File: src/rtl/beat_detector_multi.sv
// Multi-channel beat detector.
// Compares each accepted sample with the previous accepted sample and grades
// the largest per-channel change into three intensity levels. A detected beat
// is followed by a hold-off window, so one physical hit yields exactly one beat.
//
// state   | meaning
// --------+------------------------------------------------------------
// PRIME   | waiting for a first sample to seed prev; never beats
// ARMED   | evaluating each accepted sample for a beat
// HOLDOFF | beat suppression, counter runs down to re-arm
//
// Parameter constraints: LEVEL_1 < LEVEL_2 < LEVEL_3, HOLDOFF >= 1, and
// HOLDOFF must fit in HO_W bits.
module beat_detector_multi #(
    parameter int DATA_W  = 16,
    parameter int NUM_CH  = 3,
    parameter int LEVEL_1 = 100,
    parameter int LEVEL_2 = 300,
    parameter int LEVEL_3 = 500,
    parameter int HOLDOFF = 1000,
    parameter int HO_W    = 16
) (
    input  logic                     clk,
    input  logic                     rst,
    input  logic                     enable,
    input  logic                     sample_valid,
    input  logic [NUM_CH*DATA_W-1:0] sample_data,
    output logic                     beat_en,
    output logic [1:0]               beat_intensity,
    output logic [NUM_CH-1:0]        beat_mask,
    output logic                     holdoff_busy
);

    // One extra bit lets the difference and its magnitude cover the full
    // two's complement span without overflow (e.g. -32768 -> 32767 = 65535).
    localparam int MAG_W = DATA_W + 1;

    localparam logic [MAG_W-1:0] TH_1   = MAG_W'(LEVEL_1);
    localparam logic [MAG_W-1:0] TH_2   = MAG_W'(LEVEL_2);
    localparam logic [MAG_W-1:0] TH_3   = MAG_W'(LEVEL_3);
    localparam logic [HO_W-1:0]  HO_INI = HO_W'(HOLDOFF);

    typedef enum logic [1:0] {
        S_PRIME   = 2'd0,
        S_ARMED   = 2'd1,
        S_HOLDOFF = 2'd2
    } state_t;

    state_t              state_q, state_d;
    logic [HO_W-1:0]     cnt_q, cnt_d;
    logic                beat_q, beat_d;
    logic [1:0]          int_q, int_d;
    logic [NUM_CH-1:0]   mask_q, mask_d;

    logic [DATA_W-1:0]   prev_q [NUM_CH];
    logic [MAG_W-1:0]    mag    [NUM_CH];
    logic [1:0]          lvl    [NUM_CH];
    logic [1:0]          max_lvl;
    logic [NUM_CH-1:0]   lvl_mask;
    logic                accept;

    assign accept = enable & sample_valid;

    // Per-channel signed difference, magnitude and level grading.
    always_comb begin
        logic [DATA_W-1:0] cur;
        logic [MAG_W-1:0]  diff;
        cur  = '0;
        diff = '0;
        for (int k = 0; k < NUM_CH; k++) begin
            cur  = sample_data[k*DATA_W +: DATA_W];
            diff = {cur[DATA_W-1], cur} - {prev_q[k][DATA_W-1], prev_q[k]};
            mag[k] = diff[MAG_W-1] ? (MAG_W'(0) - diff) : diff;
            if (mag[k] > TH_3) begin
                lvl[k] = 2'd3;
            end else if (mag[k] > TH_2) begin
                lvl[k] = 2'd2;
            end else if (mag[k] > TH_1) begin
                lvl[k] = 2'd1;
            end else begin
                lvl[k] = 2'd0;
            end
        end
    end

    // Highest level across channels and the set of channels that reach it.
    always_comb begin
        max_lvl  = 2'd0;
        lvl_mask = '0;
        for (int k = 0; k < NUM_CH; k++) begin
            if (lvl[k] > max_lvl) begin
                max_lvl = lvl[k];
            end
        end
        for (int k = 0; k < NUM_CH; k++) begin
            lvl_mask[k] = (max_lvl != 2'd0) && (lvl[k] == max_lvl);
        end
    end

    // Next-state, hold-off counter and beat output decode.
    always_comb begin
        state_d = state_q;
        cnt_d   = cnt_q;
        beat_d  = 1'b0;
        int_d   = int_q;
        mask_d  = mask_q;
        if (!enable) begin
            state_d = S_PRIME;
            cnt_d   = '0;
        end else begin
            case (state_q)
                S_PRIME: begin
                    if (sample_valid) begin
                        state_d = S_ARMED;
                    end
                end
                S_ARMED: begin
                    if (sample_valid && (max_lvl != 2'd0)) begin
                        beat_d  = 1'b1;
                        int_d   = max_lvl;
                        mask_d  = lvl_mask;
                        cnt_d   = HO_INI;
                        state_d = S_HOLDOFF;
                    end
                end
                S_HOLDOFF: begin
                    // Samples in this state only refresh prev; the last
                    // decrement (from 1) re-arms on the following cycle.
                    cnt_d = cnt_q - HO_W'(1);
                    if (cnt_q <= HO_W'(1)) begin
                        cnt_d   = '0;
                        state_d = S_ARMED;
                    end
                end
                default: begin
                    state_d = S_PRIME;
                    cnt_d   = '0;
                end
            endcase
        end
    end

    // FSM state, counter and registered outputs.
    always_ff @(posedge clk or negedge rst) begin
        if (!rst) begin
            state_q <= S_PRIME;
            cnt_q   <= '0;
            beat_q  <= 1'b0;
            int_q   <= 2'd0;
            mask_q  <= '0;
        end else begin
            state_q <= state_d;
            cnt_q   <= cnt_d;
            beat_q  <= beat_d;
            int_q   <= int_d;
            mask_q  <= mask_d;
        end
    end

    // Previous-sample registers follow every accepted sample in every state.
    always_ff @(posedge clk or negedge rst) begin
        if (!rst) begin
            for (int k = 0; k < NUM_CH; k++) begin
                prev_q[k] <= '0;
            end
        end else if (accept) begin
            for (int k = 0; k < NUM_CH; k++) begin
                prev_q[k] <= sample_data[k*DATA_W +: DATA_W];
            end
        end
    end

    assign beat_en        = beat_q;
    assign beat_intensity = int_q;
    assign beat_mask      = mask_q;
    assign holdoff_busy   = (state_q == S_HOLDOFF);

endmodule

File: config.mk
export PLATFORM = sky130hd
export DESIGN_NAME = beat_detector_multi
export DESIGN_NICKNAME = d
export VERILOG_FILES = /design/src/rtl/beat_detector_multi.sv
export SDC_FILE = /design/constraint.sdc
export NUM_CORES = 1
export LEC_CHECK = 0
export CAP_MARGIN = 0
export CORE_MARGIN = 5
export CORE_UTILIZATION = 52
export DETAILED_ROUTE_END_ITERATION = 10
export PLACE_DENSITY = 0.72
export SETUP_SLACK_MARGIN = 0.05
export SYNTH_ARGS = -nofsm -noshare
export SYNTH_HDL_FRONTEND = slang
export SYNTH_SLANG_ARGS = --single-unit
File: constraint.sdc
create_clock -name clk -period 14.55 [get_ports clk]
set_input_delay 2.91 -clock clk [delete_from_list [all_inputs] [get_ports clk]]
set_output_delay 2.91 -clock clk [all_outputs]
set_load 0.01 [all_outputs]
==> flow_summary_export.csv <==
group,metric,value,unit
floorplan,dieArea,19800,um^2
floorplan,start_util,53.3,%
critical_path,slowest_delay,0.79,ns
finish,final_cell_mix,"92 x nor2_1, 87 x inv_1, 73 x nand2_1",
routing,vias,8482,
global_route,grt_usage,21.4,%
finish,fillCellCount,1543,
finish,multi_input_area,6600,um^2
synth,async_flop_share,100,%
critical_path,crit_path_start_kind,"input port",
place,gp_congestion,0.890,
synth,synth_ff_type,"dfrtp_1",
clock_tree,cts.sinks,72,
timing,fin_crit_sh,69.9,%
finish,final_common_cell,"nor2_1",
worst_hold_path,hp-class,"register to register",
power_and_ir_drop,p_clk_share,16.8,%
routing,dr_wl_met3,875,um
timing,finalClockSkew,0.00737,ns
synth,ys_types,102,
timing,tns,0,ns
finish,syn2layout_area_growth,11.1,%
finish,regArea,1800,um^2
synth,synth_nets,1229,
place,portBuffers,58,
power_and_ir_drop,power,1.37,mW
critical_path,cp_top_family,"compound AO/OA/AOI/OAI gates",
global_route,grt_pass1_vias,7680,
critical_path,end_kind,"register",
timing,maxSlewHeadroom,32.1,%
global_route,antenna_found_initial,0,
timing,hold_violations,0,
synth,mappedNetlistArea,8900,um^2
clock_tree,htreeDepth,3,
routing,routed_wl,21700,um
clock_tree,clk_latency,0.35,ns
global_route,grt_max_degree,73,
critical_path,cp.required,14.80,ns
global_route,grt_overflow_total,0,
timing,maxSlewViolCount,0,
critical_path,crit_arrival,10.43,ns
critical_path,critPathKind,"input port to register",
synth,synth_edf_count,0,
routing,vias_per_cell,6.20,
finish,diodes,0,
run,maxCapViolCount,0,
routing,wl_per_cell,15.9,um
synth,ys_ff_latch,72,
critical_path,cp_slowest_cell,"o21ai_1",
routing,drc_errors,0,
power_and_ir_drop,pwr-share-comb,64.1,%
clock_tree,cts_root_buffer,"clkbuf_16",
routing,drt-met1-wl,10800,um
power_and_ir_drop,p_sw,0.653,mW
routing,drtAntennaViolNets,0,
critical_path,crit_buf_inv,3,
timing,finalCriticalPeriod,10.17,ns
power_and_ir_drop,p_seq_share,19.1,%
power_and_ir_drop,swShare,47.7,%
timing,rsz0062_at_grt,"no",
critical_path,path_max_fanout,17,
finish,drive_above_1_share,10.6,%
timing,holdWs,0.497,ns
power_and_ir_drop,p_int,0.717,mW
synth,syn_area_per_cell,8.01,um^2
clock_tree,cts.hold.buffers_added,0,
power_and_ir_drop,p_per_area,138,nW/um^2
place,dp_hpwl,16400,um
synth,synthCells,1111,
floorplan,coreArea,16700,um^2
power_and_ir_drop,ir_drop,0.0000790,V
synth,synth_top_family_by_area,"compound AO/OA/AOI/OAI gates",
clock_tree,cts_setup_buffers,0,
timing,final-setup-viol-count,0,
run_status,outcome,"complete, no violations",
timing,fmax,98.3,MHz
global_route,grt_pass1_wl,36300,um
power_and_ir_drop,p_leak,4.09,nW
place,dp_slack,4.03,ns
clock_tree,numCtsBuffers,9,
synth,synthSimpleGateAreaFrac,21.6,%
floorplan,dieHeight,141,um
synth,synthMuxAreaShare,8.25,%
clock_tree,cts_resized,0,
clock_tree,clkTransAtPathRegs,0.06,ns
routing,dr_wl_met2,9760,um
synth,ys_seq_area_share,20.2,%
routing,first_iter_violations,654,
timing,worst_slack,4.38,ns
routing,dr.pass1.iters,5,
clock_tree,cts_tree,"done",
finish,nNetsFinal,1261,
floorplan,io_pins,59,
synth,ys_warn_count,0,
timing,tightest_slew,1.02,ns
floorplan,die_w,141,um
routing,top_layer,"met4",
floorplan,rows,47,
clock_tree,cts_buffer_depth,2,
synth,synth-compound-area-share,28.8,%
synth,synth_adder_area_share,9.53,%
synth,synth_xor_area_share,5.96,%
metal layers:
layer / GRT usage, % / vias to the layer above
li1: - / 4233
met1: 31.1 / 4028
met2: 33.7 / 193
met3: 2.44 / 28
met4: 5.81 / 0
met5: 0 / -
power by group through the flow:
stage / Clock (mW) / Sequential [mW] / Combinational, mW
floorplan: 0 / 0.259 / 0.676
global placement: 0 / 0.264 / 0.849
detailed placement: 0 / 0.264 / 0.859
CTS: 0.235 / 0.261 / 0.866
global route: 0.243 / 0.265 / 0.971
finish: 0.230 / 0.261 / 0.878
logic make-up after synthesis:
kind of cell	count (synthesis)
and+or+nand+nor	372
AOI/OAI and AO/OA	350
buffers and inverters	126
DFF	72
muxes	67
adders and majority gates	66
xor gates and xnor gates	58
cells in the mapped netlist (5+ instances only):
cell type	number	area, um^2
a2111oi_0	5	43.8
a211oi_1	13	97.6
a21boi_0	6	45.0
a21o_1	18	135
a21oi_1	71	355
a311oi_1	5	43.8
a31oi_1	15	93.8
and2_1	15	93.8
and3_1	12	75.1
and4_1	5	43.8
buf_2	12	60.1
clkbuf_1	22	82.6
dfrtp_1	72	1800
ha_1	63	788
inv_1	87	327
mux2_2	48	541
mux2i_1	18	180
nand2_1	74	278
nand2b_1	17	106
nand3_1	31	155
nand4_1	9	56.3
nor2_1	92	345
nor2b_1	9	56.3
nor3_1	43	215
nor4_1	15	93.8
o2111ai_1	6	52.6
o211ai_1	12	90.1
o21a_1	17	128
o21ai_0	61	305
o21ai_1	6	30.0
o22ai_1	12	75.1
o31a_1	5	43.8
o31ai_1	9	67.6
o32ai_1	7	61.3
or2_2	8	50.1
or3_1	9	56.3
xnor2_1	35	307
xor2_1	20	175
path summary, 6_finish.rpt:
| check | start | to | slack (ns) | depth (start not counted) |
|---|---|---|---|---|
| worst max-delay path | sample_data[0] | cnt_q[14] | 4.38 | 28 |
| worst min-delay path | prev_q[0] | prev_q[0] | 0.50 | 2 |
| worst max register to register | prev_q[35] | cnt_q[14] | 7.04 | 26 |
| worst min register to register | prev_q[0] | prev_q[0] | 0.50 | 2 |
| max in group asynchronous | rst | prev_q[38] | 11.19 | 1 |
| min in group asynchronous | rst | cnt_q[7] | 2.72 | 1 |
final cells by class:
class,count,share of cell area [%]
clock buffer,10,2.31
clock inverter,6,0.695
inverter,87,3.30
multi-input combinational,913,66.7
sequential,72,18.2
tap,220,2.78
timing repair buffer,60,5.99
tightest hold or removal path: stages, from the launching register on:
cell and delay [ns]:
dfrtp_1 0.35, nand2_1 0.05, o21ai_0 0.06
sequential cells by signal (all words and copies together), names as in the netlist:
register and cells:
beat_intensity 2, state_q 2, beat_mask 3, cnt_q 16, prev_q 48, beat_en 1
metrics by stage:
step	instance area [um^2]	cells	utilization, %
6_report	9900	1368	59.3
5_1_grt	9900	1368	59.3
4_1_cts	9900	1368	59.3
3_5_place_dp	9600	1352	57.5
3_3_place_gp	9600	1352	57.5
2_1_floorplan	8900	1111	-
Note: power is estimated with default switching activity, not from simulation.
